## src/rtl/f32_addsub_sched.sv

```systemverilog
// f32_addsub_sched: round-robin scheduler sharing one f32 subtract datapath among N requesters.
// Optional F32_ADDSUB_SCHED_STATS_EN adds saturating issue/stall counters.
module f32_addsub_sched #(
    parameter int N_REQ      = 4,
    parameter int DP_LAT     = 0,
    parameter int FIFO_DEPTH = 4
) (
    input  logic                       clk,
    input  logic                       rst_n,
    input  logic [N_REQ-1:0]           req_valid,
    output logic [N_REQ-1:0]           req_ready,
    input  logic [32*N_REQ-1:0]        req_a,
    input  logic [32*N_REQ-1:0]        req_b,
    input  logic [N_REQ-1:0]           req_add,
    output logic [31:0]                dp_x,
    output logic [31:0]                dp_y,
    output logic                       dp_issue,
    input  logic [31:0]                dp_out,
    output logic                       rsp_valid,
    input  logic                       rsp_ready,
    output logic [$clog2(N_REQ)-1:0]   rsp_id,
    output logic [31:0]                rsp_data
`ifdef F32_ADDSUB_SCHED_STATS_EN
    ,
    output logic [31:0]                stat_issue_cnt,
    output logic [31:0]                stat_stall_cnt
`endif
);
    localparam int IDW = $clog2(N_REQ);
    localparam int AW  = FIFO_DEPTH > 1 ? $clog2(FIFO_DEPTH) : 1;
    localparam int CW  = $clog2(FIFO_DEPTH + 1);

    logic [IDW-1:0] r_rr, w_g, w_k, w_push_id;
    logic           w_any, w_hs, w_pop, w_push;
    logic [CW-1:0]  r_out, r_cnt;
    logic [AW-1:0]  r_wp, r_rp;
    logic [31:0]    r_mem [FIFO_DEPTH];
    logic [IDW-1:0] r_mid [FIFO_DEPTH];

    // Descending scan so the closest index at or after r_rr wins.
    always_comb begin
        w_g   = r_rr;
        w_k   = r_rr;
        w_any = 1'b0;
        for (int i = N_REQ - 1; i >= 0; i--) begin
            w_k = IDW'((int'(r_rr) + i) % N_REQ);
            if (req_valid[w_k]) begin
                w_g   = w_k;
                w_any = 1'b1;
            end
        end
    end

    // A pop frees its credit only once r_out updates, so it is never reused in the same cycle.
    assign w_hs      = rst_n && w_any && (r_out < CW'(FIFO_DEPTH));
    assign req_ready = w_hs ? (N_REQ'(1) << w_g) : '0;
    assign dp_issue  = w_hs;
    assign dp_x      = w_hs ? req_a[32*w_g +: 32] : '0;
    assign dp_y      = w_hs ? (req_b[32*w_g +: 32] ^ {req_add[w_g], 31'b0}) : '0;
    assign rsp_valid = r_cnt != '0;
    assign rsp_data  = r_mem[r_rp];
    assign rsp_id    = r_mid[r_rp];
    assign w_pop     = rsp_valid && rsp_ready;

    generate
        if (DP_LAT == 0) begin : g_comb
            assign w_push    = w_hs;
            assign w_push_id = w_g;
        end else begin : g_pipe
            logic [DP_LAT-1:0] r_tv;
            logic [IDW-1:0]    r_tid [DP_LAT];
            always_ff @(posedge clk or negedge rst_n) begin
                if (!rst_n) begin
                    r_tv <= '0;
                    for (int i = 0; i < DP_LAT; i++) r_tid[i] <= '0;
                end else begin
                    r_tv[0]  <= w_hs;
                    r_tid[0] <= w_g;
                    for (int i = 1; i < DP_LAT; i++) begin
                        r_tv[i]  <= r_tv[i-1];
                        r_tid[i] <= r_tid[i-1];
                    end
                end
            end
            assign w_push    = r_tv[DP_LAT-1];
            assign w_push_id = r_tid[DP_LAT-1];
        end
    endgenerate

    always_ff @(posedge clk or negedge rst_n) begin
        if (!rst_n) begin
            r_rr  <= '0;
            r_out <= '0;
            r_cnt <= '0;
            r_wp  <= '0;
            r_rp  <= '0;
            for (int i = 0; i < FIFO_DEPTH; i++) begin
                r_mem[i] <= '0;
                r_mid[i] <= '0;
            end
        end else begin
            if (w_hs) r_rr <= (w_g == IDW'(N_REQ - 1)) ? '0 : w_g + 1'b1;
            r_out <= r_out + CW'(w_hs) - CW'(w_pop);
            r_cnt <= r_cnt + CW'(w_push) - CW'(w_pop);
            if (w_push) begin
                r_mem[r_wp] <= dp_out;
                r_mid[r_wp] <= w_push_id;
                r_wp        <= (r_wp == AW'(FIFO_DEPTH - 1)) ? '0 : r_wp + 1'b1;
            end
            if (w_pop) r_rp <= (r_rp == AW'(FIFO_DEPTH - 1)) ? '0 : r_rp + 1'b1;
        end
    end

`ifdef F32_ADDSUB_SCHED_STATS_EN
    logic [31:0] r_issue_cnt, r_stall_cnt;
    always_ff @(posedge clk or negedge rst_n) begin
        if (!rst_n) begin
            r_issue_cnt <= '0;
            r_stall_cnt <= '0;
        end else begin
            if (w_hs && r_issue_cnt != '1) r_issue_cnt <= r_issue_cnt + 1'b1;
            if (|req_valid && !w_hs && r_stall_cnt != '1) r_stall_cnt <= r_stall_cnt + 1'b1;
        end
    end
    assign stat_issue_cnt = r_issue_cnt;
    assign stat_stall_cnt = r_stall_cnt;
`endif
endmodule

```

## config.mk

```make
export PLATFORM = sky130hd
export DESIGN_NAME = f32_addsub_sched
export DESIGN_NICKNAME = d
export VERILOG_FILES = /design/src/rtl/f32_addsub_sched.sv
export SDC_FILE = /design/constraint.sdc
export NUM_CORES = 1
export LEC_CHECK = 0
export BUFFER_PORTS_ARGS = -buffer_cell sky130_fd_sc_hd__buf_2
export CAP_MARGIN = 0
export CORE_AREA = 2 2 159 161
export DETAILED_ROUTE_END_ITERATION = 10
export DIE_AREA = 0 0 161 163
export PLACE_DENSITY = 0.65
export SLEW_MARGIN = 25
export SYNTH_ARGS = -nofsm -noshare
export SYNTH_HDL_FRONTEND = slang
export SYNTH_SLANG_ARGS = --single-unit
```

## constraint.sdc

```tcl
create_clock -name clk -period 2.7 [get_ports clk]
set_input_delay 0.81 -clock clk [delete_from_list [all_inputs] [get_ports clk]]
set_output_delay 0.81 -clock clk [all_outputs]
set_load 0.005 [all_outputs]
```

---- Word-level counts from Yosys, hierarchy flattened ----
Index checks and enable logic that the tools add are counted.
word-level totals
  word-level logic and storage cells ...... 82
  output and inout port bits .............. 104
  input bits .............................. 299
  flip-flop bits (word level) ............. 148
operators by class
  magnitude comparators ................... 9
  reductions and logical operators ........ 5
  shifts and indexed selects .............. 3
  add/subtract/negate cells ............... 10
  equality and inequality tests ........... 3
  mux-type cells .......................... 36
  bitwise logic cells ..................... 3
operators by type and width
  cell                                                                  number
  128-bit by 8-bit indexed part select with 32-bit output               2
  32-bit two-way mux                                                    5
  128-bit bitwise mux                                                   1
  32-bit binary-select mux with 2-bit select                            1
  32-bit demux with 2-bit select                                        1
  32-bit bitwise XOR                                                    1
  2-bit two-way mux                                                     10
  2-bit by 3-bit < comparator with 1-bit output, second input constant  5
  1-bit binary-select mux with 2-bit select                             5
  1-bit two-way mux                                                     9
  2-bit by 1-bit adder with 2-bit output, second input constant         4
  8-bit bitwise mux                                                     1
  3-bit by 1-bit adder with 3-bit output                                2
  2-bit equality test, second input constant                            3
  3-bit >= comparator, second input constant                            2
  2-bit inverter with 3-bit output                                      2
  3-bit by 1-bit subtractor with 3-bit output                           2
  2-bit adder, second input constant                                    2
  2-bit binary-select mux with 2-bit select                             1
  2-bit demux with 2-bit select                                         1
  1-bit logical AND                                                     4
  4-bit two-way mux                                                     1
  1-bit by 2-bit << shifter with 4-bit output, first input constant     1
  3-bit by 1-bit < comparator with 1-bit output, second input constant  1
  other kinds (2)                                                       2

---- Depth between registers and ports, before layout ----
  word-level depth ........................ 11
  depth in mapped cells ................... 10
  gate-level depth less buffers ........... 10

---- Worst setup path before layout ----
OpenSTA, ideal clock, no wires.
  kind .................................... input port to output port
  from .................................... input req_valid[0]
  to ...................................... output dp_y[0]
  cell stages on the path ................. 7
  arrival time ............................ 1,907 ps
  setup slack ............................. -17 ps
  path through ............................ nor2b_1 -> a21oi_1 -> o211a_1 -> inv_1 -> nand2_2 -> buf_1 -> o22ai_1
on the way
  word-level cells in the longest chain between the ends .. 9
ends and longest elaborated chain
  what                                                       line  source
  start: declaration                                         10    input logic [N_REQ-1:0] req_valid,
  1-bit binary-select mux with 2-bit select                  47    if (req_valid[w_k]) begin
  1-bit two-way mux (not written as such)                    47
  2-bit two-way mux (3 in a row)                             47
  2-bit two-way mux *                                        47
  via w_g[0]                                                 33    logic [IDW-1:0] r_rr, w_g, w_k, w_push_id;
  128-bit by 8-bit indexed part select with 32-bit output *  59    assign dp_y = w_hs ? (req_b[32*w_g +: 32] ^ {req_add[w_g], 31'b0}) : '0;
  32-bit bitwise XOR *                                       59
  32-bit two-way mux *                                       59
  end: declaration                                           16    output logic [31:0] dp_y,
The timed path passes the listed nets; every way through them passes the cells marked *. The select of a mux whose other input is x is not followed.

---- Final worst setup path ----
  from .................................... input req_valid[1]
  to ...................................... output dp_y[11]
on the way
  word-level cells in the longest chain between the ends .. 9
ends and longest elaborated chain
  what                                                                                                 line
  1-bit binary-select mux with 2-bit select                                                            47
  1-bit two-way mux (not written as such)                                                              47
  2-bit two-way mux / 1-bit two-way mux (equally long branches) (4 in a row)                           47
  128-bit by 8-bit indexed part select with 32-bit output / 1-bit logical AND (equally long branches)  59, 55
  32-bit bitwise XOR / 1-bit logical AND (equally long branches)                                       59, 55
  32-bit two-way mux *                                                                                 59
Every way passes the cells marked *; elsewhere a longest branch is shown, timed or not. The select of a mux whose other input is x is not followed.

==> flow_summary.yaml <==
critical_path:
  reg2reg_depth: 10
  worstPathRequired_ns: 1.89
  reg2reg_setup_slack_ns: 0.30
  end_kind: "primary output"
  arrival_ns: 2.49
  r2r_start: "r_cnt[1]"
  rr_endpoint: "r_cnt[2]"
  crit_path_max_fanout: 6
  critPathLaunchType: "primary input"
  crit_type: "in2out"
logic_synthesis:
  synth_largest_area_cell: "dfrtp_1"
  yosys_warnings: 0
  ys_ff_latch: 148
  syn-instance-count: 639
  async_flop_share_pct: 100
  synth_edf_count: 0
  yosysSeqAreaShare_pct: 43.3
  synth_nets: 952
  ys.flop_type: "dfrtp_1"
  netlist.area_leader.share_pct: 43.3
  synth_area_leaders: "dfrtp_1 43%, mux2_2 17%, mux2i_1 15%"
  syn_avg_cell_area_um2: 13.4
  synth_cell_types: 37
  syn-cell-area_mm2: 0.00855
placement:
  gp_congestion: 0.912
  dp_cells: 1391
  placed_cell_area_mm2: 0.0113
  numPortBuffers: 402
  dp_hpwl_um: 25400
job:
  cap_violations: 0
global_route:
  grt_pass1_vias: 7479
  grt_max_degree: 71
  grt_use_total_pct: 24.5
  antenna_found_initial: 10
  grt_pass1_wl_um: 46900
  grt_overflow: 0
floorplanning:
  io-pin-count: 403
  die_area_mm2: 0.0262
  fp.dieH_um: 163
  start_util_pct: 34.7
  die_x_um: 161
  core-area_mm2: 0.0247
  fp-row-count: 58
finish:
  nFillCells: 2146
  drive_above_1_share_pct: 72.1
  fin_nets: 1434
  fin_cells: 1468
  final_area_mm2: 0.0136
  final_util_pct: 54.9
  area_growth_syn_to_layout_pct: 58.5
route:
  finalWirelength_um: 33900
  ant_nets: 0
  via_count: 7480
  via_per_inst: 5.10
  routedWlPerCell_um: 23.1
  drcViolationCount: 0
  drt-pass1-iter-count: 6
  initialDrtViolationCount: 419
timing:
  max_freq_ghz: 0.303
  rsz0062_at_grt: "true"
  setup_violations: 68
  drv_slew: 0
  hold_violations: 0
  max_slew_margin_pct: 40.2
  min_period_ns: 3.30
  tightest_slew_ns: 0.897
  whs_ns: 0.486
  finClkSkew_ns: 0.0117
  period_share_pct: 122
  worst_slack_ns: -0.595
clocking:
  numCtsBuffers: 17
  clk_latency_ns: 0.42
  h-tree-depth: 4
  cts_tree: "yes"
  cts.sinks: 148
  clock_tree.buffer_depth: 2
  cts-root-buf: "clkbuf_16"
  clkTransAtPathRegs_ns: 0.06
outcome:
  violations: "negative setup slack"
  outcome: "finished, violations left"
worst_hold_path:
  min_from: "r_mid[0]"
  hold_path.class: "reg2reg"
  holdPathEnd: "r_mid[0]"
  min_delay_path_depth: 2
pwr:
  peakVddDrop_mv: 0.504
  leakage_nw: 6.47
  power_density_mw_per_mm2: 1060
==> how the worst max path moves through the flow <==
stage,startpoint,end,slack [ns]
finish,req_valid[1],dp_y[11],-0.60
global route,req_valid[0],dp_x[4],-0.65
CTS,req_valid[3],dp_y[11],-0.70
detailed placement,req_valid[3],dp_y[11],-1.07
global placement,req_valid[3],dp_y[11],-0.98
floorplan,req_valid[0],dp_y[10],0.001
==> worst max-delay path, stage by stage <==
cell	delay, ns
buf_2	0.14
buf_4	0.15
o31ai_4	0.26
buf_6	0.21
buf_16	0.16
buf_12	0.11
mux2i_4	0.33
o22ai_2	0.14
buf_2	0.15
==> metrics by stage <==
| stage | setup WS, ns | power [mW] | setup TNS, ns |
|---|---|---|---|
| floorplan | 0.00124 | 7.93 | 0 |
| global placement | -0.984 | 10.3 | -36.18 |
| detailed placement | -1.07 | 10.5 | -38.01 |
| CTS | -0.695 | 13.7 | -37.15 |
| global route | -0.647 | 15.1 | -37.50 |
| finish | -0.595 | 14.3 | -33.08 |
==> power breakdown <==
group | switching (mW) | total (mW) | internal [mW]
clock | 0.916 | 2.13 | 1.21
sequential | 0.551 | 3.89 | 3.34
combinational | 3.44 | 8.29 | 4.85
total | 4.90 | 14.3 | 9.41
==> what timing repair did <==
action                                  in CTS  in global routing
endpoints found under the setup margin      89                 69
cloned                                       4                  6
gates resized for setup                    129                104
pin swaps                                   23                 37
setup buffers                               18                 20
hold buffers                                 0                  0
==> cell usage in the layout (no fill, tap or decap), types with 10 or more instances in the layout <==
cell type | netlist | routed
buf_12 | 0 | 21
buf_2 | 14 | 388
buf_4 | 11 | 56
buf_6 | 12 | 26
buf_8 | 0 | 10
clkbuf_16 | 0 | 23
dfrtp_1 | 148 | 146
ha_1 | 12 | 12
inv_1 | 11 | 10
mux2_2 | 130 | 130
mux2i_1 | 128 | 77
mux2i_2 | 0 | 23
mux2i_4 | 0 | 28
mux4_2 | 34 | 34
nand2_1 | 12 | 11
o21ai_0 | 11 | 10
o22ai_1 | 63 | 24
o22ai_2 | 1 | 29
o22ai_4 | 0 | 11
==> synth_stat cells, types with 2 or more instances <==
cell type and n:
nand2_1 12, buf_2 14, nor2_1 2, clkbuf_1 6, fa_1 2, buf_6 12, and2_1 4, buf_4 11
nand2_2 5, o22ai_1 63, mux2_2 130, xnor2_1 5, mux2i_1 128, dfrtp_1 148, mux4_2 34, nor2b_1 3
inv_1 11, o21ai_0 11, buf_1 6, xor2_1 4, ha_1 12
==> area by class of cell <==
type                       instances  area (um^2)  area share (%)
timing repair buffer             512         3510            25.9
sequential                       148         3710            27.3
clock inverter                    12         83.8           0.618
clock buffer                      19          453            3.34
tap                              330          413            3.05
antenna                            5         12.5          0.0923
multi-input combinational        430         5330            39.3
inverter                          12         47.5           0.351
==> kinds of logic after synthesis <==
group | synth area share [%]
adder cells (fa/ha/maj) | 2.22
XOR/XNOR | 0.922
flip-flops | 43.3
buffers and inverters | 4.42
AO/OA/AOI/OAI | 6.14
multiplexers | 41.0
AND/OR/NAND/NOR | 1.95
==> flip-flops by register name, summed over array words and instances (netlist names) <==
signal and flops:
r_cnt 3, r_rr 2, r_mid 8, r_mem 128, r_out 3, r_rp 2
r_wp 2
==> routing by layer <==
| layer | up-vias | GRT usage [%] | share of wire, % |
|---|---|---|---|
| met5 | - | 0 | 0.068 |
| met4 | 4 | 5.72 | 1.3 |
| li1 | 3413 | - | - |
| met2 | 288 | 41.0 | 51 |
| met1 | 3740 | 30.1 | 39 |
| met3 | 35 | 9.32 | 8.8 |
No activity file was read; power rests on OpenSTA's default activity.
